[src/rtl/conv3x3_seq_ctrl_if.sv]
// conv3x3_seq_ctrl_if: buffer-read, PE-control and output-handshake bundle
// between the 3x3 sequencer (master) and the PE / buffers (slave).
interface conv3x3_seq_ctrl_if #(
   parameter int ADDR_W  = 6,
   parameter int OADDR_W = 6
);
   logic [ADDR_W-1:0]  in_addr;
   logic               in_re;
   logic [3:0]         f_addr;
   logic [1:0]         pe_mode;
   logic               pe_done;
   logic [7:0]         pe_result;
   logic               out_valid;
   logic               out_ready;
   logic [7:0]         out_data;
   logic [OADDR_W-1:0] out_addr;

   modport master (
      output in_addr, in_re, f_addr, pe_mode, out_valid, out_data, out_addr,
      input  pe_done, pe_result, out_ready
   );

   modport slave (
      input  in_addr, in_re, f_addr, pe_mode, out_valid, out_data, out_addr,
      output pe_done, pe_result, out_ready
   );
endinterface

[src/rtl/conv3x3_seq_ctrl.sv]
// conv3x3_seq_ctrl: walks a 3x3 stride-1 window over an IMG_W x IMG_H map,
// issues input/filter reads, aligns the PE accumulate enable with returning
// data and hands each result to the output buffer over valid/ready.
// Optional build macro CONV_TIMEOUT_EN adds a WAIT-state watchdog and a
// sticky err flag; without it err is tied to 0.
module conv3x3_seq_ctrl #(
   parameter int IMG_W   = 8,
   parameter int IMG_H   = 8,
   parameter int ADDR_W  = 6,
   parameter int OADDR_W = 6
) (
   input  logic                     clk,
   input  logic                     rst,
   input  logic                     start,
   output logic                     busy,
   output logic                     done,
   output logic                     err,
   conv3x3_seq_ctrl_if.master       bus
);
   localparam int CW = $clog2(IMG_W);
   localparam int RW = $clog2(IMG_H);

   typedef enum logic [2:0] {
      S_IDLE, S_ISSUE, S_DRAIN, S_WAIT, S_OUT, S_DONE
   } state_t;

   state_t            state, state_nxt;
   logic [CW-1:0]     col;
   logic [RW-1:0]     row;
   logic [3:0]        tap;
   logic [3:0]        ky, kx;
   logic [1:0]        vld_pipe;
   logic [7:0]        out_data_q;
   logic [ADDR_W-1:0] pix_addr;
   logic              col_last, row_last, wd_expire;

   assign col_last = (col >= CW'(IMG_W - 3));
   assign row_last = (row >= RW'(IMG_H - 3));
   assign ky       = tap / 4'd3;
   assign kx       = tap % 4'd3;
   assign pix_addr = (ADDR_W'(row) + ADDR_W'(ky)) * ADDR_W'(IMG_W)
                   + ADDR_W'(col) + ADDR_W'(kx);

`ifdef CONV_TIMEOUT_EN
   logic [3:0] wd;
   logic       err_q;

   // Watchdog counts WAIT cycles; it expires on the cycle it would tick to 15.
   always_ff @(posedge clk or negedge rst) begin
      if (!rst) wd <= '0;
      else if (state != S_WAIT) wd <= '0;
      else wd <= wd + 4'd1;
   end

   assign wd_expire = (state == S_WAIT) && (wd == 4'd14) && !bus.pe_done;

   // Sticky timeout flag, cleared only by reset.
   always_ff @(posedge clk or negedge rst) begin
      if (!rst) err_q <= 1'b0;
      else if (wd_expire) err_q <= 1'b1;
   end

   assign err = err_q;
`else
   assign wd_expire = 1'b0;
   assign err       = 1'b0;
`endif

   // State register.
   always_ff @(posedge clk or negedge rst) begin
      if (!rst) state <= S_IDLE;
      else state <= state_nxt;
   end

   // Next-state logic.
   always_comb begin
      state_nxt = state;
      unique case (state)
         S_IDLE:  if (start) state_nxt = S_ISSUE;
         S_ISSUE: if (tap == 4'd8) state_nxt = S_DRAIN;
         // Leave once the last stage holds the final tap: that accumulate
         // happens this cycle, so WAIT starts right when the PE can flag.
         S_DRAIN: if (!vld_pipe[0]) state_nxt = S_WAIT;
         S_WAIT: begin
            if (bus.pe_done) state_nxt = S_OUT;
            else if (wd_expire) state_nxt = S_IDLE;
         end
         S_OUT: begin
            if (bus.out_ready) state_nxt = (col_last && row_last) ? S_DONE : S_ISSUE;
         end
         S_DONE:  state_nxt = S_IDLE;
         default: state_nxt = S_IDLE;
      endcase
   end

   // Outputs decoded from state; addresses are forced to 0 outside ISSUE.
   always_comb begin
      busy          = (state != S_IDLE);
      done          = (state == S_DONE);
      bus.in_re     = (state == S_ISSUE);
      bus.in_addr   = (state == S_ISSUE) ? pix_addr : '0;
      bus.f_addr    = (state == S_ISSUE) ? tap : 4'd0;
      bus.pe_mode   = {1'b0, vld_pipe[1]};
      bus.out_valid = (state == S_OUT);
      bus.out_data  = out_data_q;
      bus.out_addr  = OADDR_W'(row) * OADDR_W'(IMG_W - 2) + OADDR_W'(col);
   end

   // Two-stage delay line: read latency plus PE input register.
   always_ff @(posedge clk or negedge rst) begin
      if (!rst) vld_pipe <= '0;
      else vld_pipe <= {vld_pipe[0], bus.in_re};
   end

   // Window counters, tap counter and result capture.
   always_ff @(posedge clk or negedge rst) begin
      if (!rst) begin
         row        <= '0;
         col        <= '0;
         tap        <= '0;
         out_data_q <= '0;
      end else begin
         unique case (state)
            S_IDLE: begin
               if (start) begin
                  row <= '0;
                  col <= '0;
                  tap <= '0;
               end
            end
            S_ISSUE: tap <= (tap == 4'd8) ? 4'd0 : tap + 4'd1;
            S_WAIT:  if (bus.pe_done) out_data_q <= bus.pe_result;
            S_OUT: begin
               if (bus.out_ready) begin
                  if (!col_last) col <= col + CW'(1);
                  else if (!row_last) begin
                     col <= '0;
                     row <= row + RW'(1);
                  end
               end
            end
            default: ;
         endcase
      end
   end
endmodule

[src/flat_wrapper.sv]
// flat-port wrapper written by rule: the top's interface ports become plain ports
module conv3x3_seq_ctrl_flat 
#(
   parameter int IMG_W   = 8,
   parameter int IMG_H   = 8,
   parameter int ADDR_W  = 6,
   parameter int OADDR_W = 6
)
  (clk, rst, start, busy, done, err, bus_in_addr, bus_in_re, bus_f_addr, bus_pe_mode, bus_out_valid, bus_out_data, bus_out_addr, bus_pe_done, bus_pe_result, bus_out_ready);
  conv3x3_seq_ctrl_if #(.ADDR_W(ADDR_W), .OADDR_W(OADDR_W)) bus_i ();
  input  logic clk;
  input  logic rst;
  input  logic start;
  output logic busy;
  output logic done;
  output logic err;
  output wire logic [$bits(bus_i.in_addr)-1:0] bus_in_addr;
  output wire logic [$bits(bus_i.in_re)-1:0] bus_in_re;
  output wire logic [$bits(bus_i.f_addr)-1:0] bus_f_addr;
  output wire logic [$bits(bus_i.pe_mode)-1:0] bus_pe_mode;
  output wire logic [$bits(bus_i.out_valid)-1:0] bus_out_valid;
  output wire logic [$bits(bus_i.out_data)-1:0] bus_out_data;
  output wire logic [$bits(bus_i.out_addr)-1:0] bus_out_addr;
  input wire logic [$bits(bus_i.pe_done)-1:0] bus_pe_done;
  input wire logic [$bits(bus_i.pe_result)-1:0] bus_pe_result;
  input wire logic [$bits(bus_i.out_ready)-1:0] bus_out_ready;
  assign bus_in_addr = bus_i.in_addr;
  assign bus_in_re = bus_i.in_re;
  assign bus_f_addr = bus_i.f_addr;
  assign bus_pe_mode = bus_i.pe_mode;
  assign bus_out_valid = bus_i.out_valid;
  assign bus_out_data = bus_i.out_data;
  assign bus_out_addr = bus_i.out_addr;
  assign bus_i.pe_done = bus_pe_done;
  assign bus_i.pe_result = bus_pe_result;
  assign bus_i.out_ready = bus_out_ready;
  conv3x3_seq_ctrl #(.IMG_W(IMG_W), .IMG_H(IMG_H), .ADDR_W(ADDR_W), .OADDR_W(OADDR_W)) u_core (.clk(clk), .rst(rst), .start(start), .busy(busy), .done(done), .err(err), .bus(bus_i));
endmodule
[config.mk]
export PLATFORM = sky130hd
export DESIGN_NAME = conv3x3_seq_ctrl_flat
export DESIGN_NICKNAME = d
export VERILOG_FILES = /design/src/rtl/conv3x3_seq_ctrl_if.sv /design/src/rtl/conv3x3_seq_ctrl.sv /design/src/flat_wrapper.sv
export SDC_FILE = /design/constraint.sdc
export NUM_CORES = 1
export LEC_CHECK = 0
export BUFFER_PORTS_ARGS = -buffer_cell sky130_fd_sc_hd__buf_2
export CAP_MARGIN = 20
export CORE_UTILIZATION = 40
export DETAILED_ROUTE_END_ITERATION = 6
export PLACE_DENSITY = 0.73
export SLEW_MARGIN = 10
export SYNTH_ARGS = -nofsm -noshare
export SYNTH_HDL_FRONTEND = slang
export SYNTH_SLANG_ARGS = --single-unit
[constraint.sdc]
create_clock -name clk -period 3.5 [get_ports clk]
set_input_delay 0.525 -clock clk [delete_from_list [all_inputs] [get_ports clk]]
set_output_delay 0.525 -clock clk [all_outputs]
set_load 0.01 [all_outputs]
Yosys cells after proc, flatten, opt, wreduce, memory -nomap -nowiden
Cells that the tools add are included.
{ "totals": {"regBits": 23, "in_bits": 13, "out_inout_bits": 31, "word_cells": 63} }
{ "op_classes": {"add_sub_neg": 7, "mul": 1, "div_mod_pow": 2, "order_cmp": 2, "n_eq_ne": 14, "n_mux": 21, "reduce_logical": 10} }
{ "ops": {"columns": ["cell", "count"], "rows": [
  ["$mux 3", 13],
  ["$pmux 3 s5", 1],
  ["$add 6x3->6", 2],
  ["$mux 4", 3],
  ["$pmux 3 s2", 2],
  ["$ne 2x2->1 const B", 5],
  ["$reduce_and 5->1", 2],
  ["$pmux 4 s2", 1],
  ["$add 3x1->3 const B", 2],
  ["$add 6x4->6", 1],
  ["$eq 3x2->1 const B", 2],
  ["$eq 3x3->1 const B", 2],
  ["$ge 3x3->1 const B", 2],
  ["$mux 6", 1],
  ["$mul 3x2->5 const B", 1],
  ["$add 4x1->4 const B", 1],
  ["$div 4x2->4 const B", 1],
  ["$eq 4x4->1 const B", 1],
  ["$mod 4x2->4 const B", 1],
  ["$ne 2x1->1 const B", 2],
  ["$reduce_and 2->1", 2],
  ["$reduce_and 4->1", 1],
  ["$reduce_bool 2->1", 2],
  ["$add 3x3->3", 1],
  ["5 further kinds", 5]
]} }

Logic depth before layout (Yosys ltp)
Gate-level depths: netlist of run 1.
{ "logic_depth": {"word_depth": 5, "depth_mapped": 17, "mapped_depth_nobuf": 16} }

Worst setup path after synthesis of run 1
Ideal clock, no wire load.
{ "synth_timing": {"kind": "register to output", "startpoint": "reg u_core.tap[2]", "endpoint": "out bus_in_addr[5]", "t_arrival_ps": 3313, "required_ps": 2975, "slack_ps": -338, "stages_incl_launch_ff": 15, "path_cell_list": "dfrtp_1 -> and2b_1 -> ha_1 -> nor3b_1 -> xnor2_1 -> ha_1 -> or3b_1 -> buf_2 -> mux2_4 -> ha_1 -> a21o_1 -> a211oi_1 -> nor2_1 -> xnor2_1 -> nor2_1"} }
{ "synth_via": {"elab_chain_len": 5, "elab_cells_between_ends": 6, "classes_between": "3 x add/sub; 2 x div; 1 x mux"} }
{ "synth_lines": {"columns": ["item", "line_no", "rtl"], "rows": [
  ["start: declaration", "conv3x3_seq_ctrl.sv:30", "logic [3:0] tap;"],
  ["start signal: assignment", "conv3x3_seq_ctrl.sv:131", "S_ISSUE: tap <= (tap == 4'd8) ? 4'd0 : tap + 4'd1;"],
  ["$div 4x2->4", "conv3x3_seq_ctrl.sv:39", "assign ky = tap / 4'd3;"],
  ["$add 3x3->3", "conv3x3_seq_ctrl.sv:41", "assign pix_addr = (ADDR_W'(row) + ADDR_W'(ky)) * ADDR_W'(IMG_W)"],
  ["$add 6x3->6", "conv3x3_seq_ctrl.sv:42", "+ ADDR_W'(col) + ADDR_W'(kx);"],
  ["$add 6x4->6 *", "conv3x3_seq_ctrl.sv:42", null],
  ["$mux 6 *", "conv3x3_seq_ctrl.sv:101", "bus.in_addr = (state == S_ISSUE) ? pix_addr : '0;"],
  ["end: declaration", "flat_wrapper.sv:17", "output wire logic [$bits(bus_i.in_addr)-1:0] bus_in_addr;"]
]} }
Mark *: on every way between the ends. The rest lies on a longest branch, timed or not.

Worst setup path after layout of run 1
{ "layout_timing": {"startpoint": "reg u_core.tap[2]", "endpoint": "out bus_in_addr[4]"} }
Same word-level chain as after synthesis.

==> qor.yml, run 1 <==
detailed_routing:
  drt-total-wl_um: 3580
  drt_pre_antenna_iters: 4
  via_per_inst: 4.94
  via_count: 1467
  wl_per_cell_um: 12.1
  drc: 0
  drtIter0Drc: 65
  postRouteAntennaNets: 0
timing:
  finalWorstSetupSlack_ns: -0.345
  hold_viol: 0
  final_max_slew_viol_count: 0
  period_needed_ns: 3.84
  finClkSkew_ns: 0.00381
  rsz0062_at_grt: "true"
  period_share_pct: 110
  tightest_slew_ns: 0.504
  slew_headroom_pct: 66.4
  fmax_ghz: 0.260
  setup_viol: 5
  final.setup.tns_ns: -1.31
synthesis:
  synth_seq_cells: 23
  syn_area_sq_um: 1770
  ys.flop_type: "dfrtp_1"
  yosysWarnings: 0
  synth-edff-count: 0
  synthArstFlopShare_pct: 100
  synth_area_per_cell_sq_um: 9.48
  synthCells: 187
  ys_types: 44
  ys_seq_area_share_pct: 32.5
placed_design:
  dp_hpwl_um: 2850
  dp_cells: 288
  io_buffer_count: 41
  gp_congestion: 0.784
floorplanning:
  die_area_sq_um: 4700
  rows: 23
  core-area_sq_um: 4120
  die_h_um: 68.6
  start_util_pct: 43.1
  io_pins: 44
  die_w_um: 68.6
worst_setup_path:
  cp.required_ns: 2.97
  arrival_ns: 3.32
  rrSetupSlack_ns: 1.47
  crit_path_start_kind: "flop"
  critical_path_class: "flop to primary output"
  path_max_fanout: 4
  cp-end-kind: "primary output"
final_layout:
  nFillCells: 377
  final_common_cell: "buf_2"
  layout_common_cells: "buf_2 (41), dfrtp_1 (23), buf_4 (21)"
  area_growth_pct: 28.8
  fin_cells: 297
  drive_above_1_share_pct: 38.1
  antenna_cells: 0
  nets: 283
power_and_ir_drop:
  p_seq_share_pct: 28.7
  p_sw_uw: 695
  power_frac_comb_pct: 61.7
  switching_share_pct: 41.7
  p_clk_share_pct: 9.6
  internal-power_uw: 970
  ir_worst_vdd_mv: 0.263
  p_leak_uw: 0.00124
  power_uw: 1670
  p_per_area_nw_per_um2: 729
grt:
  first_global_vias: 1327
  grt_max_degree: 24
  grtUsageTotal_pct: 16.2
  grt_pass1_wl_um: 5720
  antenna_found_initial: 0
  globalRouteOverflowTotal: 0
clocking:
  hold_buffers: 0
  cts_tree: "done"
  cts_root_buffer: "clkbuf_8"
  clkSinkCount: 23
  h-tree-depth: 1
  clkSlewWorstSetupHoldPaths_ns: 0.08
  cts_buffer_depth: 2
  clkLatencyLatePin_ns: 0.26
  cts_made_buffers: 3
run_status:
  status: "finished, violations left"
  violations: "negative setup slack"
flow_run:
  cap_violations: 0
hold_path:
  min_path_type: "primary input to async pin"
## logic make-up (layout without fill, tap and decap cells)
group / Yosys count / count (layout) / synth area share [%]
adder cells (fa/ha/maj): 22 / 22 / 17.2
AO/OA/AOI/OAI: 35 / 35 / 12.6
AND/OR/NAND/NOR: 54 / 54 / 15.1
multiplexers: 14 / 14 / 8.82
XOR/XNOR: 16 / 16 / 7.90
other: 1 / 2 / 0.212
buffers and inverters: 22 / 81 / 5.65
flip-flops: 23 / 23 / 32.5
## Yosys cell counts, types with 2 or more instances
cell type  count  area, sq um
buf_2          2         10.0
o21ai_0        9         45.0
a21o_1         4         30.0
nand3_1        2         10.0
fa_1           4         80.1
a21oi_1        9         45.0
clkbuf_1       2         7.51
nor3_1         2         10.0
mux2_2         9          101
nand3b_1       2         15.0
buf_4          4         30.0
mux2i_1        4         40.0
dfrtp_1       23          576
inv_1         14         52.6
nand2_1       16         60.1
xor2_1         7         61.3
o31ai_1        2         15.0
nor2_1        15         56.3
nor2b_1        5         31.3
xnor2_1        9         78.8
ha_1          18          225
and3_1         3         18.8
## worst paths after layout
check                                    endpoint               start  cells past startpoint
setup / recovery                   bus_in_addr[4]       u_core.tap[2]                     16
hold / removal             u_core.bus.out_data[6]                 rst                      1
setup reg to reg                  u_core.state[0]     u_core.state[2]                      5
hold reg to reg                u_core.vld_pipe[1]  u_core.vld_pipe[0]                      0
max in group asynchronous           u_core.tap[2]                 rst                      1
min in group clk               u_core.vld_pipe[1]  u_core.vld_pipe[0]                      0
## area by class of cell
cell class              instances  area, sq um  area share (%)
clock buffers                   3         41.3            1.81
clock inverters                 1         5.00           0.219
inverters                      14         52.6            2.30
multi-input cells             143         1170            51.3
flip-flops and latches         23          576            25.2
well taps                      50         62.6            2.74
repair buffers                 63          374            16.4
## worst max-delay path, stage by stage (launching register included)
cell	delay, ns
dfrtp_1	0.38
and2b_2	0.22
ha_4	0.17
nor3b_4	0.26
xnor2_2	0.10
ha_2	0.19
or3b_4	0.41
xnor2_2	0.14
ha_2	0.21
inv_2	0.04
fa_2	0.33
inv_1	0.06
a21o_1	0.12
a21oi_2	0.06
xor2_1	0.14
nor2_1	0.09
buf_2	0.14
## sequential cells by signal (all words and copies together) (netlist names)
register,count
u_core.vld_pipe,2
u_core.col,3
u_core.state,3
u_core.row,3
u_core.bus.out_data,8
u_core.tap,4
## power groups by stage
stage	clock network (uW)	registers [uW]	logic (uW)
detailed placement	0	484	976
finish	160	478	1030
global route	180	495	1150
CTS	166	477	1020
floorplan	0	475	668
global placement	0	479	957
## timing repair
action                     in CTS  in global routing
resized for setup               6                  0
pin swaps                       2                  4
setup endpoints to repair       5                  5
gates cloned                    0                  0
buffers inserted                3                  2
## metal layers
layer | share of wire, % | GRT usage [%] | vias up
met1 | 48 | 20.8 | 677
met4 | 0.17 | 2.08 | 0
met3 | 5.1 | 3.95 | 2
met2 | 47 | 28.1 | 37
met5 | 0 | 0 | -
li1 | - | - | 751
## per-stage QoR
step	hold WS (ns)	util, %	worst slack [ns]	area (sq um)
2_1_floorplan	0.229	-	-0.106	1830
4_1_cts	0.237	55.1	-0.326	2270
6_report	0.227	55.5	-0.345	2280
5_1_grt	0.244	55.5	-0.532	2280
3_3_place_gp	0.374	52.9	-0.0966	2180
3_5_place_dp	0.364	52.9	-0.181	2180
No activity file was read; power rests on OpenSTA's default activity.
==> run 2: changes to the inputs <==
Settings changed: PLACE_DENSITY 0.73 to 0.71.
Clock period 3.5 ns to 4.48 ns, I/O delays scaled along.
==> qor.yml, run 2 (synthesis gave the netlist of run 1 again) <==
worst_setup_path:
  critPathSlowestCell: "dfrtp_2"
  path_max_fanout: 7
  critical_path_class: "flop to primary output"
  cp-end-kind: "primary output"
  crit_chain: "and2b_1, ha_2, nor3b_4, xnor2_2, ha_2, or3b_4, mux2_4, ha_1, a21o_1, a211oi_1, nor2_1, xnor2_1, nor2_1, buf_2"
  cp.required_ns: 3.81
  arrival_ns: 3.56
  crit_path_start_kind: "flop"
  max_stage_delay_ns: 0.45
timing:
  slew_headroom_pct: 65.9
  fin_hold_ws_ns: 0.372
  hold_viol: 0
  finClkSkew_ns: 0.00431
  tightest_slew_ns: 0.511
  setup_viol: 0
  period_needed_ns: 4.23
  period_share_pct: 94.5
  final.setup.tns_ns: 0
  fmax_ghz: 0.236
  rsz0062_at_grt: "false"
  final_max_slew_viol_count: 0
detailed_routing:
  via_count: 1401
  wl_per_cell_um: 12.5
  drc: 0
  drt-total-wl_um: 3460
  via_per_inst: 5.04
  drtIter0Drc: 40
  postRouteAntennaNets: 0
  drt_pre_antenna_iters: 4
floorplanning:
  core-area_sq_um: 4120
  die_h_um: 68.6
  die_w_um: 68.6
  die_area_sq_um: 4700
  io_pins: 44
  start_util_pct: 43.1
  rows: 23
placed_design:
  dp_hpwl_um: 2740
  io_buffer_count: 41
  dp_cells: 273
  dpl_cell_area_sq_um: 2010
  gp_congestion: 0.875
grt:
  first_global_vias: 1260
  antenna_found_initial: 0
  grtUsageTotal_pct: 16.3
  globalRouteOverflowTotal: 0
  grt_pass1_wl_um: 5660
  grt_max_degree: 24
power_and_ir_drop:
  power_uw: 1180
  p_leak_uw: 0.00114
  ir_worst_vdd_mv: 0.208
  p_per_area_nw_per_um2: 563
run_status:
  status: "finished, final reports clean"
hold_path:
  min_path_type: "primary input to async pin"
final_layout:
  fin_cells: 278
  largest_reg_flops: 8
  regArea_sq_um: 578
  stdcell_area_sq_um: 2090
  layout_common_cells: "buf_2 (41), dfrtp_1 (21), nand2_1 (16), ha_1 (16), nor2_1 (15)"
  area_growth_pct: 18.1
  final_common_cell: "buf_2"
  drive_above_1_share_pct: 29.4
  antenna_cells: 0
  nets: 264
  multiInputGateArea_sq_um: 1130
  nFillCells: 397
clocking:
  cts_made_buffers: 3
  clkLatencyLatePin_ns: 0.26
  cts_buffer_depth: 2
  clkSlewWorstSetupHoldPaths_ns: 0.08
  cts_root_buffer: "clkbuf_8"
  hold_buffers: 0
  cts_tree: "done"
  clkSinkCount: 23
  h-tree-depth: 1
flow_run:
  cap_violations: 0
-- run 2: what timing repair did --
| action | in CTS | in global routing |
|---|---|---|
| setup buffers | 0 | 1 |
| resized for setup | 1 | 7 |
| gates cloned | 0 | 0 |
| setup endpoints to repair | 2 | 3 |
| pin swaps | 0 | 1 |
-- run 2: per-layer routing --
metal	share of wire (%)	up-vias	track usage, %
met3	6.9	2	2.14
met4	0.92	0	6.77
met2	45	45	26.0
li1	-	718	-
met5	0	-	0
met1	47	636	22.1
-- run 2: layout make-up --
class	instances	area share (%)
Tap cell	50	2.99
Inverter	14	2.51
Multi-Input combinational cell	143	53.9
Timing Repair Buffer	44	10.9
Clock buffer	4	2.15
Sequential cell	23	27.6
-- run 2: final timing paths --
path,from,endpoint,slack [ns],cells after the start
max,u_core.tap[2],bus_in_addr[5],0.25,14
min,rst,u_core.bus.out_data[6],0.37,1
max reg2reg,u_core.state[2],u_core.state[0],2.44,5
min reg2reg,u_core.vld_pipe[0],u_core.vld_pipe[1],0.40,0
max in group asynchronous,rst,u_core.tap[1],3.74,1
min in group clk,u_core.vld_pipe[0],u_core.vld_pipe[1],0.40,0
-- run 2: report_power, final --
group / total [uW] / internal [uW] / switching (uW)
combinational: 670 / 319 / 351
clock: 125 / 63.4 / 61.2
sequential: 384 / 289 / 95.3
total: 1180 / 671 / 508
-- run 2: through the flow --
stage               util (%)  setup slack (ns)
global placement        48.9             0.334
global route            50.9            0.0234
finish                  50.9             0.247
floorplan                  -             0.495
detailed placement      48.9             0.256
CTS                     50.1            0.0264
-- run 2: critical path: cells and delay by family (launching register included) --
family / cells / cell delay (ns)
simple gates: 5 / 1.05
flops: 1 / 0.45
compound gates: 2 / 0.41
xor+xnor: 2 / 0.24
buf+inv: 1 / 0.14
fa+ha+maj: 3 / 0.69
mux: 1 / 0.31
